[config.mk]
export PLATFORM = sky130hd
export DESIGN_NAME = decoder_index_sequencer_flat
export DESIGN_NICKNAME = d
export VERILOG_FILES = /design/src/rtl/decoder_index_sequencer_if.sv /design/src/rtl/decoder_index_sequencer.sv /design/src/flat_wrapper.sv
export SDC_FILE = /design/constraint.sdc
export NUM_CORES = 1
export LEC_CHECK = 0
export BUFFER_PORTS_ARGS = -buffer_cell sky130_fd_sc_hd__buf_2
export CAP_MARGIN = 5
export CORE_MARGIN = 2
export CORE_UTILIZATION = 40
export CTS_BUF_LIST = sky130_fd_sc_hd__clkbuf_4
export DETAILED_ROUTE_END_ITERATION = 6
export GPL_TIMING_DRIVEN = 0
export REMOVE_ABC_BUFFERS = 1
export SLEW_MARGIN = 20
export SYNTH_ARGS = -nofsm -noshare
export SYNTH_HDL_FRONTEND = slang
export SYNTH_SLANG_ARGS = --single-unit
[constraint.sdc]
create_clock -name clk -period 2.9 [get_ports clk]
set_input_delay 0.435 -clock clk [delete_from_list [all_inputs] [get_ports clk]]
set_output_delay 0.435 -clock clk [all_outputs]
set_load 0.01 [all_outputs]
[src/rtl/decoder_index_sequencer_if.sv]
// Index stream between the sequencer and the decoder stage.
interface decoder_index_sequencer_if #(parameter int IDX_W = 3);
  logic [IDX_W-1:0] idx_out;
  logic             idx_valid;
  logic             idx_ready;

  modport master (output idx_out, output idx_valid, input idx_ready);
  modport slave  (input idx_out, input idx_valid, output idx_ready);
endinterface

[src/rtl/decoder_index_sequencer.sv]
// Walks an index first..last (with modulo wrap) into a decoder over a valid/ready stream.
// Optional registered one-hot output enabled by DECODER_SEQ_ONEHOT_EN.
module decoder_index_sequencer #(
  parameter int IDX_W = 3
) (
  input  logic                      clk,
  input  logic                      rst,
  input  logic                      start,
  input  logic                      stop,
  input  logic                      cont,
  input  logic [IDX_W-1:0]          first_idx,
  input  logic [IDX_W-1:0]          last_idx,
  decoder_index_sequencer_if.master dec,
  output logic                      busy,
  output logic                      done
`ifdef DECODER_SEQ_ONEHOT_EN
  ,
  output logic [(1<<IDX_W)-1:0]     onehot_out
`endif
);
  typedef enum logic {IDLE, RUN} state_t;

  state_t           state;
  logic [IDX_W-1:0] first_q, last_q;
  logic             cont_q;
  logic [IDX_W-1:0] idx_nxt;
  logic             vld_nxt;
  logic             xfer, at_last;

  assign xfer    = dec.idx_valid && dec.idx_ready;
  assign at_last = (dec.idx_out == last_q);

  // Next index/valid shared by the FSM and the one-hot register so both stay aligned.
  always_comb begin
    idx_nxt = dec.idx_out;
    vld_nxt = dec.idx_valid;
    if (state == IDLE) begin
      if (start && !stop) begin
        idx_nxt = first_idx;
        vld_nxt = 1'b1;
      end
    end else if (stop) begin
      vld_nxt = 1'b0;
    end else if (xfer) begin
      if (!at_last)    idx_nxt = dec.idx_out + IDX_W'(1);
      else if (cont_q) idx_nxt = first_q;
      else             vld_nxt = 1'b0;
    end
  end

  always_ff @(posedge clk) begin
    if (rst) begin
      state         <= IDLE;
      first_q       <= '0;
      last_q        <= '0;
      cont_q        <= 1'b0;
      dec.idx_out   <= '0;
      dec.idx_valid <= 1'b0;
      busy          <= 1'b0;
      done          <= 1'b0;
    end else begin
      dec.idx_out   <= idx_nxt;
      dec.idx_valid <= vld_nxt;
      done          <= 1'b0;
      case (state)
        IDLE: if (start && !stop) begin
          first_q <= first_idx;
          last_q  <= last_idx;
          cont_q  <= cont;
          busy    <= 1'b1;
          state   <= RUN;
        end
        RUN: if (stop) begin
          busy  <= 1'b0;
          state <= IDLE;
        end else if (xfer && at_last && !cont_q) begin
          busy  <= 1'b0;
          done  <= 1'b1;
          state <= IDLE;
        end
        default: state <= IDLE;
      endcase
    end
  end

`ifdef DECODER_SEQ_ONEHOT_EN
  localparam int DEC_W = 1 << IDX_W;
  logic [DEC_W-1:0] one_lsb;
  assign one_lsb = DEC_W'(1);

  always_ff @(posedge clk) begin
    if (rst) onehot_out <= '0;
    else     onehot_out <= vld_nxt ? (one_lsb << idx_nxt) : '0;
  end
`endif
endmodule

[src/flat_wrapper.sv]
// flat-port wrapper written by rule: the top's interface ports become plain ports
module decoder_index_sequencer_flat 
#(
  parameter int IDX_W = 3
)
  (clk, rst, start, stop, cont, first_idx, last_idx, busy, done, dec_idx_out, dec_idx_valid, dec_idx_ready);
  decoder_index_sequencer_if #(.IDX_W(IDX_W)) dec_i ();
  input  logic clk;
  input  logic rst;
  input  logic start;
  input  logic stop;
  input  logic cont;
  input  logic [IDX_W-1:0] first_idx;
  input  logic [IDX_W-1:0] last_idx;
  output logic busy;
  output logic done;
  output wire logic [$bits(dec_i.idx_out)-1:0] dec_idx_out;
  output wire logic [$bits(dec_i.idx_valid)-1:0] dec_idx_valid;
  input wire logic [$bits(dec_i.idx_ready)-1:0] dec_idx_ready;
  assign dec_idx_out = dec_i.idx_out;
  assign dec_idx_valid = dec_i.idx_valid;
  assign dec_i.idx_ready = dec_idx_ready;
  decoder_index_sequencer #(.IDX_W(IDX_W)) u_core (.clk(clk), .rst(rst), .start(start), .stop(stop), .cont(cont), .first_idx(first_idx), .last_idx(last_idx), .dec(dec_i), .busy(busy), .done(done));
endmodule
==> results.yml <==
timing:
  clock.fmax_ghz: 0.5845
  worst_pin_slew_ps: 965.7
  hold_violations: 0
  rsz0062_at_grt: "false"
  setup_viol: 0
  min_period_ps: 1711
  min_period_over_period_pct: 59.00
  final_max_slew_viol_count: 0
  finClkSkew_ps: 5.264
  relSlewSlack_pct: 35.48
  finalSetupTns_ps: 0
detailed_routing:
  wire_per_inst_um: 12.42
  drt_iter0_drc: 10
  drt_wl_total_um: 1528
  ant_nets: 0
  viasPerCell: 5.106
  drc: 0
  vias: 628
  dr.pass1.iters: 4
setup_path:
  critPathKind: "reg -> reg"
  start_kind: "register"
  critPathMaxStageDelay_ps: 630
  cp_num_buf_inv: 0
  worstPathRequired_ps: 3100
  cp.arrival_ps: 1910
  endpoint_kind: "register"
  crit_chain: "or3b_1 -> and2_4 -> o41ai_2"
  cp_max_fo: 14
  crit_slowest_cell: "or3b_1"
  crit_family: "simple AND/OR/NAND/NOR gates"
floorplan:
  core_sq_um: 1708
  dieArea_sq_um: 2171
  io_pins: 18
  die_height_um: 46.60
  rows: 15
  initial_utilization_pct: 42.49
  chipWidth_um: 46.60
synth:
  async_flop_share_pct: 0
  synth_simple_gate_area_share_pct: 26.38
  synth_top_family_by_area: "simple AND/OR/NAND/NOR gates"
  syn-mean-instance-area_sq_um: 8.959
  seq_area_frac_synth_pct: 38.62
  ys.flop_type: "dfxtp_1"
  synth-seq-cells: 14
  synth_fa_ha_area_share_pct: 1.724
  synth_edf_count: 0
  netlist_area_sq_um: 725.7
  synthCells: 81
  synth_xor_area_share_pct: 8.448
  synth_mux_area_share_pct: 0
  ys.warnings.count: 0
  post_synth_num_cell_types: 30
  synth_compound_area_share_pct: 21.55
power:
  combPwrFrac_pct: 17.5
  power.density_nw_per_um2: 472.2
  ir_worst_vdd_uv: 246.5
  netSwitchingPower_mw: 0.1173
  sw_frac_of_total_pct: 29.16
  pwr-share-seq_pct: 53.4
  leakagePower_nw: 0.3741
  p_int_mw: 0.2850
  clkPwrFrac_pct: 29.1
placed_design:
  post_dp_cell_area_sq_um: 825.8
  portBuffers: 17
  place_congestion: 0.7598
  place_hpwl_um: 1088
finish:
  drive_gt1_share_pct: 26.53
  fillers: 164
  fin_util_pct: 49.89
  n_antenna_cell: 0
  area.growth.synth_to_final_pct: 17.41
  final_net_count: 112
  final_area_sq_um: 852.1
cts:
  cts_buffer_depth: 2
  cts_setup_buffers: 0
  worstSkewPairLatency_ps: 290
  cts_buffers: 3
  cts_root_buf: "clkbuf_4"
  cts.clk_slew.worst_paths_ps: 90
  post_cts_resized: 0
  htreeDepth: 1
  ctsHoldBuffers: 0
  cts.sinks: 14
  cts_tree: "yes"
grt:
  first_global_vias: 520
  grtUsageTotal_pct: 16.72
  grt_antenna_before_repair: 0
  grt_max_degree: 19
  grt-ovfl-total: 0
  grt_pass1_wl_um: 2408
run:
  cap_violations: 0
hold_path:
  min_path_type: "in -> reg"
run_status:
  status: "finished clean"
[final cells by class]
| type | count | area [sq um] | share of cell area, % |
|---|---|---|---|
| multi-input cells | 61 | 421.7 | 49.49 |
| repair buffers | 17 | 85.08 | 9.985 |
| clock buffers | 3 | 22.52 | 2.643 |
| clock inverters | 1 | 3.754 | 0.4405 |
| well taps | 25 | 31.28 | 3.671 |
| inverters | 2 | 7.507 | 0.8811 |
| flip-flops and latches | 14 | 280.3 | 32.89 |
[per-layer routing]
metal,track usage (%),vias up,part of all wire [%]
met3,8.235,4,6.2
met5,0,-,0
met4,8.571,0,2.1
li1,-,323,-
met2,22.78,15,45
met1,21.41,286,47
[power by group through the flow]
stage	sequential, mW	combinational (mW)	clock (mW)
detailed placement	0.220	0.0711	0
floorplan	0.219	0.0441	0
finish	0.215	0.0705	0.117
CTS	0.215	0.0713	0.122
global route	0.217	0.0795	0.131
global placement	0.219	0.0702	0
[cells by family after synthesis]
family / count (synthesis)
xor+xnor: 7
fa+ha+maj: 1
simple gates: 34
buf+inv: 6
flops: 14
compound gates: 19
[cell usage after synthesis (all sizes together) (2+ instances only)]
cell type | instances | area, sq um
a21oi | 8 | 40.04
dfxtp | 14 | 280.3
o211a | 2 | 20.02
nor3b | 2 | 15.01
clkbuf | 2 | 7.510
nor2b | 2 | 12.51
nand4b | 2 | 17.52
nor2 | 2 | 7.510
nand2b | 3 | 18.77
nand4 | 2 | 12.51
buf | 2 | 8.750
nand2 | 14 | 52.55
o41ai | 3 | 48.80
inv | 2 | 7.510
xor2 | 4 | 35.03
o22ai | 2 | 12.51
xnor2 | 3 | 26.28
[worst paths after layout]
check	from	endpoint	slack (ps)	cells past startpoint
setup / recovery	u_core.state	u_core.dec.idx_out[1]	1190	3
hold / removal	last_idx[1]	u_core.last_q[1]	370	3
setup reg to reg	u_core.state	u_core.dec.idx_out[1]	1190	3
hold reg to reg	u_core.first_q[1]	u_core.first_q[1]	460	2
[metrics by stage]
| stage | worst slack, ps | std cells | hold slack (ps) | total power, mW |
|---|---|---|---|---|
| CTS | 1167 | 123 | 364.7 | 0.4088 |
| global placement | 1106 | 119 | 446.1 | 0.2892 |
| detailed placement | 1095 | 119 | 452.8 | 0.2908 |
| floorplan | 1337 | 77 | 425.2 | 0.2635 |
| finish | 1189 | 123 | 374.0 | 0.4024 |
| global route | 1048 | 123 | 373.0 | 0.4268 |
[state kept, by name, indices dropped and copies added (netlist names)]
name                  cells
u_core.first_q            3
u_core.last_q             3
u_core.dec.idx_valid      1
u_core.done               1
u_core.dec.idx_out        3
u_core.busy               1
u_core.state              1
u_core.cont_q             1
[worst register-to-register path, stage by stage, from the launching register on]
cell	delay, ps
dfxtp_1	420
or3b_1	630
and2_4	260
o41ai_2	310
[cell usage in the layout (no fill, tap or decap), types with 2 or more instances in the layout]
master | netlist | layout
nand2b_1 | 3 | 3
o41ai_2 | 3 | 3
dfxtp_1 | 14 | 14
o211a_1 | 2 | 2
nor2b_1 | 2 | 2
nand4_1 | 2 | 2
nand4b_1 | 2 | 2
buf_2 | 1 | 17
a21oi_1 | 8 | 8
nor2_1 | 2 | 2
xor2_1 | 4 | 4
nor3b_1 | 2 | 2
inv_1 | 2 | 2
o22ai_1 | 2 | 2
xnor2_1 | 3 | 3
nand2_1 | 14 | 14
clkbuf_4 | 0 | 3
No activity file was read; power rests on OpenSTA's default activity.
